`src/rtl/uart_pkg.sv`:
```
// Shared definitions for the UART transmit path: data width and the
// transmit-FIFO controller state encoding.
package uart_pkg;

  localparam int DATA_W = 8;

  typedef enum logic [1:0] {
    TXF_IDLE  = 2'd0,
    TXF_ISSUE = 2'd1,
    TXF_WAIT  = 2'd2
  } txf_state_t;

endpackage

```
`src/rtl/uart_sync_fifo.sv`:
```
// Single-clock byte FIFO with registered occupancy flags and a one-cycle
// overflow pulse when a push arrives while full.
module uart_sync_fifo
  import uart_pkg::*;
#(
  parameter int DEPTH  = 16,
  parameter int ADDR_W = 4
) (
  input  logic              sys_clk,
  input  logic              rst,
  input  logic              push,
  input  logic              pop,
  input  logic [DATA_W-1:0] din,
  output logic [DATA_W-1:0] dout,
  output logic              full,
  output logic              empty,
  output logic [ADDR_W:0]   level,
  output logic              overflow
);

  localparam logic [ADDR_W:0]   LVL_FULL = (ADDR_W+1)'(DEPTH);
  localparam logic [ADDR_W:0]   LVL_ONE  = (ADDR_W+1)'(1);
  localparam logic [ADDR_W-1:0] PTR_ONE  = ADDR_W'(1);

  logic [DATA_W-1:0] mem [DEPTH];
  logic [ADDR_W-1:0] wr_ptr;
  logic [ADDR_W-1:0] rd_ptr;
  logic [ADDR_W:0]   level_nxt;
  logic              push_ok;
  logic              pop_ok;

  // Gated by the registered flags, so a push while full is dropped even
  // if a pop frees a slot in the same cycle.
  assign push_ok = push && !full;
  assign pop_ok  = pop && !empty;
  assign dout    = mem[rd_ptr];

  always_comb begin
    level_nxt = level;
    if (push_ok && !pop_ok) begin
      level_nxt = level + LVL_ONE;
    end else if (!push_ok && pop_ok) begin
      level_nxt = level - LVL_ONE;
    end
  end

  always_ff @(posedge sys_clk) begin
    if (push_ok) begin
      mem[wr_ptr] <= din;
    end
  end

  always_ff @(posedge sys_clk or posedge rst) begin
    if (rst) begin
      wr_ptr   <= '0;
      rd_ptr   <= '0;
      level    <= '0;
      full     <= 1'b0;
      empty    <= 1'b1;
      overflow <= 1'b0;
    end else begin
      if (push_ok) begin
        wr_ptr <= wr_ptr + PTR_ONE;
      end
      if (pop_ok) begin
        rd_ptr <= rd_ptr + PTR_ONE;
      end
      level    <= level_nxt;
      full     <= (level_nxt == LVL_FULL);
      empty    <= (level_nxt == '0);
      overflow <= push && full;
    end
  end

endmodule

```
`src/rtl/uart_tx_fifo.sv`:
```
// Transmit byte buffer in front of basic_uart: queues system-side bytes and
// issues them one per UART frame via tx_dat/tx_wr_ev.
module uart_tx_fifo
  import uart_pkg::*;
#(
  parameter int DEPTH  = 16,
  parameter int ADDR_W = 4
) (
  input  logic              sys_clk,
  input  logic              rst,
  input  logic              wr_en,
  input  logic [DATA_W-1:0] wr_dat,
  output logic              full,
  output logic              empty,
  output logic [ADDR_W:0]   level,
  output logic              overflow,
  input  logic              tx_ready,
  input  logic              tx_done_ev,
  output logic [DATA_W-1:0] tx_dat,
  output logic              tx_wr_ev,
  output logic              busy
);

  txf_state_t        state;
  logic              pop;
  logic [DATA_W-1:0] fifo_dout;

  uart_sync_fifo #(
    .DEPTH  (DEPTH),
    .ADDR_W (ADDR_W)
  ) u_fifo (
    .sys_clk  (sys_clk),
    .rst      (rst),
    .push     (wr_en),
    .pop      (pop),
    .din      (wr_dat),
    .dout     (fifo_dout),
    .full     (full),
    .empty    (empty),
    .level    (level),
    .overflow (overflow)
  );

  // Handshake with the UART: a byte is handed over only when we are IDLE,
  // the FIFO is non-empty and tx_ready=1; tx_wr_ev then strobes for one
  // cycle, and we hold off until tx_done_ev marks the end of that frame.
  assign pop = (state == TXF_IDLE) && !empty && tx_ready;

  always_ff @(posedge sys_clk or posedge rst) begin
    if (rst) begin
      state    <= TXF_IDLE;
      tx_dat   <= '0;
      tx_wr_ev <= 1'b0;
      busy     <= 1'b0;
    end else begin
      tx_wr_ev <= 1'b0;
      case (state)
        TXF_IDLE: begin
          if (pop) begin
            tx_dat   <= fifo_dout;
            tx_wr_ev <= 1'b1;
            busy     <= 1'b1;
            state    <= TXF_ISSUE;
          end
        end
        TXF_ISSUE: begin
          state <= TXF_WAIT;
        end
        TXF_WAIT: begin
          if (tx_done_ev) begin
            busy  <= 1'b0;
            state <= TXF_IDLE;
          end
        end
        default: begin
          busy  <= 1'b0;
          state <= TXF_IDLE;
        end
      endcase
    end
  end

endmodule

```
`config.mk`:
```
export PLATFORM = sky130hd
export DESIGN_NAME = uart_tx_fifo
export DESIGN_NICKNAME = d
export VERILOG_FILES = /design/src/rtl/uart_pkg.sv /design/src/rtl/uart_sync_fifo.sv /design/src/rtl/uart_tx_fifo.sv
export SDC_FILE = /design/constraint.sdc
export NUM_CORES = 1
export LEC_CHECK = 0
export ABC_AREA = 1
export CORE_MARGIN = 2
export CORE_UTILIZATION = 60
export DETAILED_ROUTE_END_ITERATION = 12
export PLACE_DENSITY_LB_ADDON = 0.15
export SLEW_MARGIN = 10
export SYNTH_ARGS = -nofsm -noshare
export SYNTH_HDL_FRONTEND = slang
export SYNTH_SLANG_ARGS = --single-unit
```
`constraint.sdc`:
```
create_clock -name sys_clk -period 2.85 [get_ports sys_clk]
set_clock_uncertainty 0.05 [all_clocks]
set_input_delay 0.4275 -clock sys_clk [delete_from_list [all_inputs] [get_ports sys_clk]]
set_output_delay 0.4275 -clock sys_clk [all_outputs]
set_load 0.02 [all_outputs]
```
==> results.sh, run 1 <==
export IMPL_cts_made_buffers=17
export IMPL_p_sw_uw=2970
export IMPL_vias=4452
export IMPL_clkTransAtPathRegs_ns=0.06
export IMPL_max_stage_delay_ns=0.61
export IMPL_dieArea_um2=11700
export IMPL_drtAntennaViolNets=0
export IMPL_initial_utilization=0.608
export IMPL_cp_end_kind="output pin"
export IMPL_globalplace_congestion=0.875
export IMPL_fill_cells=776
export IMPL_synth_nets=598
export IMPL_drive_above_1_share=0.104
export IMPL_cts_resized_gates=0
export IMPL_root_buffer="clkbuf_8"
export IMPL_max_slew_margin=0.495
export IMPL_syn_area_um2=6500
export IMPL_cts_sinks=156
export IMPL_die_h_um=108
export IMPL_cts_max_level=4
export IMPL_finalWorstSetupSlack_ns=0.702
export IMPL_drc=0
export IMPL_overflow=0
export IMPL_post_cts_buffers=0
export IMPL_placed_cells=743
export IMPL_wl_um=14500
export IMPL_period_minus_slack_ns=2.15
export IMPL_avgSynthCellArea_um2=11.3
export IMPL_crit_buf_inv=1
export IMPL_ioPinCount=31
export IMPL_crit_chain="clkdlybuf4s50_1"
export IMPL_drt_initial_drc_count=496
export IMPL_first_global_vias=4213
export IMPL_critPathRequiredTime_ns=2.37
export IMPL_worst_slew_pin_transition_ns=0.755
export IMPL_grt_max_degree=66
export IMPL_criticalPathCategory="reg -> out"
export IMPL_status="completed"
export IMPL_cts_tree="yes"
export IMPL_yosysSeqAreaShare=0.699
export IMPL_fp_coreArea_um2=10700
export IMPL_design_power_total_uw=7850
export IMPL_netlist_instances=578
export IMPL_port_buffers=30
export IMPL_slowest_stage="clkdlybuf4s50_1"
export IMPL_fin_crit_sh=0.754
export IMPL_yosys_warnings=0
export IMPL_syn_to_final_growth_pct=16.2
export IMPL_cp_max_fo=3
export IMPL_clk_latency_ns=0.52
export IMPL_setup_worst_path_start_class="flop"
export IMPL_vdd_drop_max_v=0.000577
export IMPL_final_hold_viol_count=0
export IMPL_crit_family="buffers and inverters"
export IMPL_rows=38
export IMPL_grt_pass1_wl_um=22800
export IMPL_combPwrFrac=0.345
export IMPL_grt_antenna_before_repair=0
export IMPL_max_freq_mhz=466
export IMPL_fin_tns_setup_ns=0
export IMPL_max_cap_viol_count=0
export IMPL_synth_ff_latch_count=156
export IMPL_final_cell_count_no_fill=775
export IMPL_intPower_uw=4880
export IMPL_die_width_um=108
export IMPL_grt_usage=0.270
export IMPL_cts_max_path_buffers=2
export IMPL_ys_types=30
export IMPL_place_ws_ns=0.570
export IMPL_p_per_area_nw_per_um2=1040
export IMPL_cp_arrival_ns=1.67
export IMPL_setup_violations=0
export IMPL_slew_violations=0
export IMPL_dpl_hpwl_um=8950
export IMPL_seq_power_share=0.389
export IMPL_final_common_cell="nand2_1"
export IMPL_power_leakage_uw=0.00295
export IMPL_fin_nets=642
export IMPL_rsz0062_at_grt="false"
export IMPL_switching_share=0.378
export IMPL_cts_hold_buf=0
export IMPL_antenna_cells=0
export IMPL_wl_per_cell_um=18.7
export IMPL_power_frac_clock=0.266
export IMPL_avgViaCountPerCell=5.74
export IMPL_final_cell_mix="156 x nand2_1, 128 x edfxtp_1, 59 x nor2_1, 50 x nand3_1, 33 x o21ai_0"
export IMPL_drt_pre_antenna_iters=5
export IMPL_min_path_type="in -> async"
[cell type report]
class / count / area [um2] / share of cell area
Sequential cell: 156 / 4550 / 0.602
Multi-Input combinational cell: 365 / 1700 / 0.225
Timing Repair Buffer: 49 / 455 / 0.0603
Clock buffer: 17 / 414 / 0.0548
Tap cell: 140 / 175 / 0.0232
Clock inverter: 15 / 143 / 0.0189
Inverter: 33 / 124 / 0.0164
[logic make-up (layout without fill, tap and decap cells)]
family                   count (synthesis)  in the layout  share of synthesized area
XOR/XNOR                                 6              6                    0.00808
AND/OR/NAND/NOR                        281            281                      0.181
buffers and inverters                   57            114                     0.0402
AO/OA/AOI/OAI                           71             71                     0.0585
flip-flops                             156            156                      0.699
adder cells (fa/ha/maj)                  7              7                     0.0135
[flip-flops by register name, indices dropped and copies added, names as in the netlist]
name and cells:
tx_dat 8, tx_wr_ev 1, u_fifo.level 5, busy 1, u_fifo.full 1, state 2, u_fifo.rd_ptr 4, u_fifo.empty 1
u_fifo.overflow 1, u_fifo.mem 128, u_fifo.wr_ptr 4
[power groups by stage]
stage / clock network (uW) / registers (uW) / logic, uW
finish: 2090 / 3050 / 2700
CTS: 2100 / 3050 / 2680
floorplan: 0 / 3150 / 1710
global placement: 0 / 3080 / 2590
detailed placement: 0 / 3090 / 2640
global route: 2200 / 3090 / 3010
[stage by stage]
step                       util  hold slack, ns  area, um2
after floorplan               -           0.442       6500
after global placement    0.654           0.421       7000
after detailed placement  0.654           0.428       7000
after CTS                 0.706           0.252       7560
after global routing      0.706           0.275       7560
final                     0.706           0.236       7560
[path summary, 6_finish.rpt]
path                                         startpoint                     end  slack, ns  cells past startpoint
max                              u_fifo.empty$_DFF_PP1_                   empty       0.70                      1
min                                                 rst    state[1]$_DFFE_PP0P_       0.24                      2
max reg2reg                u_fifo.rd_ptr[2]$_DFFE_PP0P_   tx_dat[6]$_DFFE_PP0P_       0.89                      5
min reg2reg                       tx_dat[3]$_DFFE_PP0P_   tx_dat[3]$_DFFE_PP0P_       0.44                      2
max in group asynchronous                           rst  u_fifo.empty$_DFF_PP1_       1.80                      3
min in group sys_clk              tx_dat[3]$_DFFE_PP0P_   tx_dat[3]$_DFFE_PP0P_       0.44                      2
[cells in the mapped netlist (all sizes together)]
cell type | number | area share
nand2 | 161 | 0.096
edfxtp | 128 | 0.59
nor2 | 62 | 0.038
nand3 | 51 | 0.040
o21ai | 33 | 0.025
inv | 32 | 0.018
dfrtp | 27 | 0.10
a21oi | 23 | 0.018
buf | 22 | 0.020
o22ai | 10 | 0.0096
ha | 7 | 0.013
xor2 | 6 | 0.0081
a21boi | 5 | 0.0058
nor3 | 4 | 0.0038
clkbuf | 2 | 0.0012
clkinv | 1 | 0.00058
dfstp | 1 | 0.0040
nand3b | 1 | 0.0012
nand4 | 1 | 0.00096
or2 | 1 | 0.00096
[per-layer routing]
metal / GRT usage / wire [um] / vias to the layer above
met5: 0 / 0 / -
met4: 0.0989 / 291 / 0
met3: 0.0579 / 1120 / 20
met2: 0.402 / 6880 / 218
met1: 0.398 / 6190 / 2154
li1: - / - / 2060
Power figures use the tool's default switching activity.
==> run 2: changes to the inputs <==
==> constraint.sdc (replaced) <==
create_clock -name sys_clk -period 2 [get_ports sys_clk]
set_clock_uncertainty 0.05 [all_clocks]
set_input_delay 0.3 -clock sys_clk [delete_from_list [all_inputs] [get_ports sys_clk]]
set_output_delay 0.3 -clock sys_clk [all_outputs]
set_load 0.02 [all_outputs]
==> results.sh, run 2 (synthesis gave the netlist of run 1 again) <==
export IMPL_status="completed"
export IMPL_fin_nets=660
export IMPL_vias=4404
export IMPL_slew_violations=0
export IMPL_cts_tree="yes"
export IMPL_rsz0062_at_grt="false"
export IMPL_max_slew_margin=0.706
export IMPL_cts_hold_buf=0
export IMPL_cts_max_path_buffers=2
export IMPL_final_cell_count_no_fill=793
export IMPL_max_freq_mhz=516
export IMPL_initial_utilization=0.608
export IMPL_wl_um=14500
export IMPL_slowest_stage="clkdlybuf4s50_1"
export IMPL_fp_coreArea_um2=10700
export IMPL_globalplace_congestion=0.853
export IMPL_setup_violations=0
export IMPL_fin_tns_setup_ns=0
export IMPL_root_buffer="clkbuf_8"
export IMPL_final_common_cell="nand2_1"
export IMPL_rows=38
export IMPL_cts_made_buffers=17
export IMPL_first_global_vias=4229
export IMPL_reg_largest_list="u_fifo.mem: 128 flops, tx_dat: 8 flops, u_fifo.level: 5 flops"
export IMPL_final_hold_viol_count=0
export IMPL_setup_worst_path_start_class="flop"
export IMPL_clkTransAtPathRegs_ns=0.07
export IMPL_drt_initial_drc_count=418
export IMPL_ioPinCount=31
export IMPL_wl_per_cell_um=18.3
export IMPL_clk_latency_ns=0.52
export IMPL_worst_slew_pin_transition_ns=0.441
export IMPL_period_minus_slack_ns=1.94
export IMPL_cp_max_fo=6
export IMPL_drt_pre_antenna_iters=8
export IMPL_cp_end_kind="output pin"
export IMPL_crit_family="buffers and inverters"
export IMPL_cts_sinks=156
export IMPL_crit_chain="clkdlybuf4s50_1"
export IMPL_p_per_area_nw_per_um2=1460
export IMPL_overflow=0
export IMPL_avgViaCountPerCell=5.55
export IMPL_grt_usage=0.270
export IMPL_drive_above_1_share=0.124
export IMPL_antenna_cells=0
export IMPL_fin_util=0.720
export IMPL_power_leakage_uw=0.00306
export IMPL_dieArea_um2=11700
export IMPL_syn_to_final_growth_pct=18.4
export IMPL_fin_crit_sh=0.968
export IMPL_crit_buf_inv=1
export IMPL_final_cell_mix="156 x nand2_1, 128 x edfxtp_1, 59 x nor2_1, 50 x nand3_1, 34 x buf_4"
export IMPL_drc=0
export IMPL_max_stage_delay_ns=0.64
export IMPL_placed_cells=761
export IMPL_finalWorstSetupSlack_ns=0.0639
export IMPL_fill_cells=718
export IMPL_cts_max_level=4
export IMPL_vdd_drop_max_v=0.00121
export IMPL_place_ws_ns=0.138
export IMPL_largest_register="u_fifo.mem"
export IMPL_die_h_um=108
export IMPL_whs_ns=0.000885
export IMPL_dpl_hpwl_um=9520
export IMPL_criticalPathCategory="reg -> out"
export IMPL_die_width_um=108
export IMPL_grt_antenna_before_repair=0
export IMPL_critPathRequiredTime_ns=1.65
export IMPL_port_buffers=30
export IMPL_largest_reg_flops=128
export IMPL_max_cap_viol_count=0
export IMPL_grt_pass1_wl_um=22800
export IMPL_cp_arrival_ns=1.59
export IMPL_grt_max_degree=67
export IMPL_min_path_type="in -> async"
export IMPL_drtAntennaViolNets=0
==> run 2: layout make-up <==
class,instances,area (um2),share of cell area
sequential,156,4550,0.590
multi-input combinational,365,1700,0.220
timing repair buffer,67,617,0.0801
clock buffer,18,418,0.0543
tap,140,175,0.0227
clock inverter,14,124,0.0161
inverter,33,124,0.0161
==> run 2: path summary, 6_finish.rpt <==
path                                              start                endpoint  slack [ns]  depth (start not counted)
max in group asynchronous                           rst  u_fifo.empty$_DFF_PP1_        1.37                          3
max                           u_fifo.level[2]$_DFF_PP0_                level[2]        0.06                          1
max reg2reg                u_fifo.rd_ptr[1]$_DFFE_PP0P_   tx_dat[7]$_DFFE_PP0P_        0.29                          7
min                                                 rst   tx_dat[2]$_DFFE_PP0P_      0.0009                          2
min in group sys_clk                           tx_ready      tx_wr_ev$_DFF_PP0_        0.35                          3
min reg2reg                       tx_dat[0]$_DFFE_PP0P_   tx_dat[0]$_DFFE_PP0P_        0.44                          2
==> run 2: metal layers <==
| metal | vias up | part of all wire | track usage |
|---|---|---|---|
| li1 | 2095 | - | - |
| met1 | 2115 | 0.42 | 0.382 |
| met2 | 179 | 0.49 | 0.436 |
| met3 | 15 | 0.077 | 0.0506 |
| met4 | 0 | 0.011 | 0.0733 |
| met5 | - | 0 | 0 |
==> run 2: per-stage QoR <==
step | cell area (um2) | power [uW]
6_report | 7700 | 11200
5_1_grt | 7700 | 11900
4_1_cts | 7700 | 11200
3_5_place_dp | 7160 | 8320
3_3_place_gp | 7160 | 8210
2_1_floorplan | 6500 | 6930
==> run 2: report_power, final <==
part           internal, uW  switching, uW  total [uW]
Combinational          1350           2640        3990
Clock                  1650           1240        2900
Sequential             4040            304        4350
Total                  7040           4190       11200
==> run 2: timing repair <==
action | CTS | global route
gates resized for setup | 1 | 1
buffers inserted | 0 | 0
pin swaps | 0 | 0
setup endpoints to repair | 1 | 1
gates cloned | 0 | 0
